File: src/rtl/bcd_pkg.sv
// Shared types and constants for the binary-to-BCD display converter.
// Holds the FSM state encoding, default widths, range limit and error fill.
package bcd_pkg;

    localparam int IN_W_DEF   = 27;
    localparam int DIGITS_DEF = 8;

    // Largest value that fits in eight decimal digits.
    localparam logic [63:0] MAX_VAL = 64'd99_999_999;

    // Shown on the display when the input is out of range.
    localparam logic [31:0] ERR_PATTERN = 32'hEEEE_EEEE;

    typedef enum logic [1:0] {
        IDLE  = 2'd0,
        SHIFT = 2'd1,
        DONE  = 2'd2
    } state_t;

endpackage

File: src/rtl/bcd_digit_adj.sv
// Double-dabble digit correction: adds 3 to a BCD nibble that is >= 5.
// Ports: din (nibble before shift), dout (corrected nibble).
module bcd_digit_adj (
    input  logic [3:0] din,
    output logic [3:0] dout
);

    // A nibble of at most 9 plus 3 stays within 4 bits, so no carry out.
    assign dout = (din >= 4'd5) ? din + 4'd3 : din;

endmodule

File: src/rtl/gpio_bcd_conv.sv
// Sequential binary-to-BCD converter (shift-and-add-3) for a 7-seg display.
// Ports: clk, rst_n (async low), start, bin_in -> busy, done, bcd_out, ovf.
module gpio_bcd_conv
    import bcd_pkg::*;
#(
    parameter int IN_W   = IN_W_DEF,
    parameter int DIGITS = DIGITS_DEF
) (
    input  logic                  clk,
    input  logic                  rst_n,
    input  logic                  start,
    input  logic [IN_W-1:0]       bin_in,
    output logic                  busy,
    output logic                  done,
    output logic [4*DIGITS-1:0]   bcd_out,
    output logic                  ovf
);

    localparam int ACC_W = 4 * DIGITS;
    localparam int CNT_W = $clog2(IN_W + 1);

    state_t state_q;
    state_t state_d;

    logic [IN_W-1:0]       bin_q;
    logic [ACC_W-1:0]      acc_q;
    logic [CNT_W-1:0]      cnt_q;
    logic [ACC_W-1:0]      acc_adj;
    logic [ACC_W+IN_W-1:0] shifted;
    logic [ACC_W-1:0]      acc_nxt;
    logic [IN_W-1:0]       bin_nxt;

    logic accept;
    logic in_range;
    logic last;

    // Start is honoured only between conversions; SHIFT ignores it.
    assign accept   = start && (state_q == IDLE || state_q == DONE);
    assign in_range = 64'(bin_in) <= MAX_VAL;
    assign last     = (cnt_q == CNT_W'(1));

    genvar g;
    generate
        for (g = 0; g < DIGITS; g++) begin : g_adj
            bcd_digit_adj u_adj (
                .din  (acc_q[4*g +: 4]),
                .dout (acc_adj[4*g +: 4])
            );
        end
    endgenerate

    // Correct first, then shift the whole {bcd, binary} pair left by one.
    assign shifted = {acc_adj, bin_q} << 1;
    assign acc_nxt = shifted[ACC_W+IN_W-1:IN_W];
    assign bin_nxt = shifted[IN_W-1:0];

    always_ff @(posedge clk or negedge rst_n) begin
        if (!rst_n) begin
            state_q <= IDLE;
        end else begin
            state_q <= state_d;
        end
    end

    always_comb begin
        state_d = state_q;
        unique case (state_q)
            IDLE: begin
                if (start) begin
                    state_d = in_range ? SHIFT : DONE;
                end
            end
            SHIFT: begin
                if (last) begin
                    state_d = DONE;
                end
            end
            DONE: begin
                if (start) begin
                    state_d = in_range ? SHIFT : DONE;
                end else begin
                    state_d = IDLE;
                end
            end
            default: state_d = IDLE;
        endcase
    end

    always_ff @(posedge clk or negedge rst_n) begin
        if (!rst_n) begin
            bin_q   <= '0;
            acc_q   <= '0;
            cnt_q   <= '0;
            bcd_out <= '0;
            ovf     <= 1'b0;
        end else if (accept) begin
            bin_q <= bin_in;
            acc_q <= '0;
            cnt_q <= CNT_W'(IN_W);
            // Out-of-range values skip the shift phase entirely.
            if (!in_range) begin
                bcd_out <= {DIGITS{ERR_PATTERN[3:0]}};
                ovf     <= 1'b1;
            end
        end else if (state_q == SHIFT) begin
            acc_q <= acc_nxt;
            bin_q <= bin_nxt;
            cnt_q <= cnt_q - CNT_W'(1);
            // Publish only the final accumulator, never partial sums.
            if (last) begin
                bcd_out <= acc_nxt;
                ovf     <= 1'b0;
            end
        end
    end

    assign busy = (state_q == SHIFT);
    assign done = (state_q == DONE);

endmodule

File: config.mk
export PLATFORM = sky130hd
export DESIGN_NAME = gpio_bcd_conv
export DESIGN_NICKNAME = d
export VERILOG_FILES = /design/src/rtl/bcd_pkg.sv /design/src/rtl/bcd_digit_adj.sv /design/src/rtl/gpio_bcd_conv.sv
export SDC_FILE = /design/constraint.sdc
export NUM_CORES = 1
export LEC_CHECK = 0
export BUFFER_PORTS_ARGS = -buffer_cell sky130_fd_sc_hd__buf_2
export CAP_MARGIN = 30
export CELL_PAD_IN_SITES_DETAIL_PLACEMENT = 1
export CELL_PAD_IN_SITES_GLOBAL_PLACEMENT = 1
export CORE_MARGIN = 4
export CORE_UTILIZATION = 47
export CTS_CLUSTER_SIZE = 8
export DETAILED_ROUTE_END_ITERATION = 10
export PLACE_DENSITY = 0.91
export SYNTH_ARGS = -nofsm -noshare
export SYNTH_HDL_FRONTEND = slang
export SYNTH_HIERARCHICAL = 1
export SYNTH_SLANG_ARGS = --single-unit
File: constraint.sdc
create_clock -name clk -period 3.65 [get_ports clk]
set_input_delay 0.365 -clock clk [delete_from_list [all_inputs] [get_ports clk]]
set_output_delay 0.365 -clock clk [all_outputs]
set_load 0.01 [all_outputs]
==> flow_metrics.py <==
metrics = {
    "drt": {
        "drt_iter0_drc": 231,
        "vias": 4001,
        "drt-vias-per-instance": 5.55,
        "wl_per_cell_um": 17.4,
        "drt_pre_antenna_iters": 4,
        "drt_drc_violations_left": 0,
        "drtAntennaViolNets": 0,
        "drt-total-wl_um": 12600,
    },
    "grt": {
        "grt_pass1_wl_um": 21300,
        "grt_usage_pct": 22.8,
        "gr-total-overflow": 0,
        "grt-busiest-layer": "met2",
        "grt_use_met1_pct": 29.9,
        "grtUsageMet3_pct": 3.64,
        "grt_antenna_before_repair": 0,
        "grt.met2_usage_pct": 37.8,
        "grt_pass1_vias": 4321,
        "grt_max_degree": 76,
    },
    "power": {
        "switching_share_pct": 42.4,
        "power_leakage_nw": 2.54,
        "seq_power_share_pct": 38.9,
        "peakVddDrop_uv": 383,
        "combPwrFrac_pct": 46.0,
        "p_int_mw": 2.91,
        "powerDensity_nw_per_um2": 918,
        "power_frac_clock_pct": 15.0,
        "power_mw": 5.04,
        "p_sw_mw": 2.14,
    },
    "floorplanning": {
        "io_pins": 65,
        "rows": 36,
        "initial_core_util_pct": 48.9,
        "die_area_um2": 12000,
        "die_y_um": 110,
        "die_x_um": 110,
        "core_um2": 9910,
    },
    "hold_path": {
        "min_from": "bin_in[14]",
        "hold_class": "primary input to flip-flop",
    },
    "worst_setup_path": {
        "cp_slowest_cell": "inv_1",
        "crit_type": "flip-flop to output port",
        "critical_path_arrival_ns": 1.87,
        "worstPathCellList": "nand2b_1 -> inv_1 -> buf_2",
        "r2r_setup_slack_ns": 1.46,
        "crit_path_max_incr_delay_ns": 0.66,
        "start_kind": "flip-flop",
        "timing.rr.start": "state_q[1]$_DFFE_PN0P_",
        "worstPathRequired_ns": 3.28,
        "critPathMaxFanout": 27,
        "startpoint": "state_q[1]$_DFFE_PN0P_",
        "end_kind": "output port",
    },
    "finish": {
        "final_cell_count_no_fill": 721,
        "antenna_cells": 0,
        "syn_to_final_growth_pct": 13.5,
        "drive_gt1_share_pct": 17.9,
        "utilization_pct": 55.5,
        "design_area_um2": 5500,
        "nets": 631,
    },
    "yosys": {
        "synthesis.area_um2": 4840,
        "yosysWarnings": 6,
        "avgSynthCellArea_um2": 9.19,
        "synth_cells": 527,
        "synth_fp_nets": 575,
    },
    "sta": {
        "fin_crit_sh_pct": 61.2,
        "fmax_mhz": 448,
        "final-setup-viol-count": 0,
        "fin_skew_ns": 0.0114,
        "period_minus_slack_ns": 2.23,
        "holdWs_ns": 0.222,
        "setup_slack_ns": 1.42,
        "rsz0062_at_grt": "false",
        "finalHoldViolations": 0,
        "slew_headroom_pct": 39.9,
        "slew_violations": 0,
        "tns_ns": 0,
        "tightestPinTransition_ns": 0.901,
    },
    "cts": {
        "cts_buffers": 9,
        "post_cts_buffers": 0,
        "h-tree-depth": 3,
        "clockBufferDepth": 2,
        "clock_latency_ns": 0.39,
        "cts_resized": 0,
        "clk_pin_slew_worst_paths_ns": 0.11,
        "cts-root-buf": "clkbuf_8",
        "clock-sinks": 99,
        "cts_tree": "built",
        "cts_hold_buffers": 0,
    },
    "placement": {
        "place_ws_ns": 1.52,
        "gp_congestion": 0.776,
        "io_buffers": 64,
        "dpl_cell_area_um2": 5250,
        "dp_cells": 703,
        "dp_hpwl_um": 8280,
    },
    "run": {
        "cap_violations": 0,
    },
    "run_status": {
        "status": "finished, final reports clean",
    },
}
[flip-flops by register name, summed over array words and instances, names as in the netlist]
signal and count:
cnt_q 5, bcd_out 32, acc_q 32, ovf 1
bin_q 27, state_q 2
[critical path: cells and delay by family (launching register included)]
family / cells / cell delay (ns)
AND/OR/NAND/NOR: 1 / 0.16
buffers and inverters: 2 / 0.94
flip-flops: 1 / 0.38
[routing by layer]
| metal | part of all wire, % | up-vias |
|---|---|---|
| met2 | 50 | 84 |
| li1 | - | 1876 |
| met1 | 45 | 2027 |
| met3 | 3.9 | 14 |
| met4 | 1.4 | 0 |
| met5 | 0 | - |
[cells in the final DEF (no fill, tap or decap), types with 2 or more instances in the layout]
cell        instances
a21oi_2            11
buf_4              10
inv_1              19
dfrtp_1            99
a21oi_1            23
nor2_1             82
a22o_1             32
a31oi_1            26
clkinv_4            2
o21ai_0            16
nand3_1             2
or4_1               2
clkinvlp_4          2
nor2b_1             2
ha_1               18
o21ai_1             7
clkbuf_8           10
nand2_1           109
xnor2_1            10
mux2i_1             8
nand2b_1           17
buf_2              63
[area by class of cell]
cell class,instances,area (um^2)
clock buffers,10,138
clock inverters,6,73.8
fillers,1189,4410
inverters,19,71.3
multi-input cells,379,2140
flip-flops and latches,99,2480
well taps,133,166
repair buffers,75,428
[power groups by stage]
stage	logic, mW	registers [mW]	clock network, mW
finish	2.32	1.96	0.759
global route	2.61	2.03	0.822
CTS	2.34	1.97	0.774
detailed placement	2.29	1.97	0
global placement	2.12	1.94	0
floorplan	1.64	1.94	0
[path summary, 6_finish.rpt]
kind                                      endpoint  depth (start not counted)
min in group asynchronous   bcd_out[3]$_DFFE_PN0P_                          2
setup / recovery                              busy                          3
hold reg to reg              acc_q[29]$_DFFE_PN0P_                          1
max in group asynchronous     bin_q[8]$_DFFE_PN0P_                          4
setup reg to reg           bcd_out[13]$_DFFE_PN0P_                          6
hold / removal               bin_q[14]$_DFFE_PN0P_                          3
(Power assumes the default switching activity.)
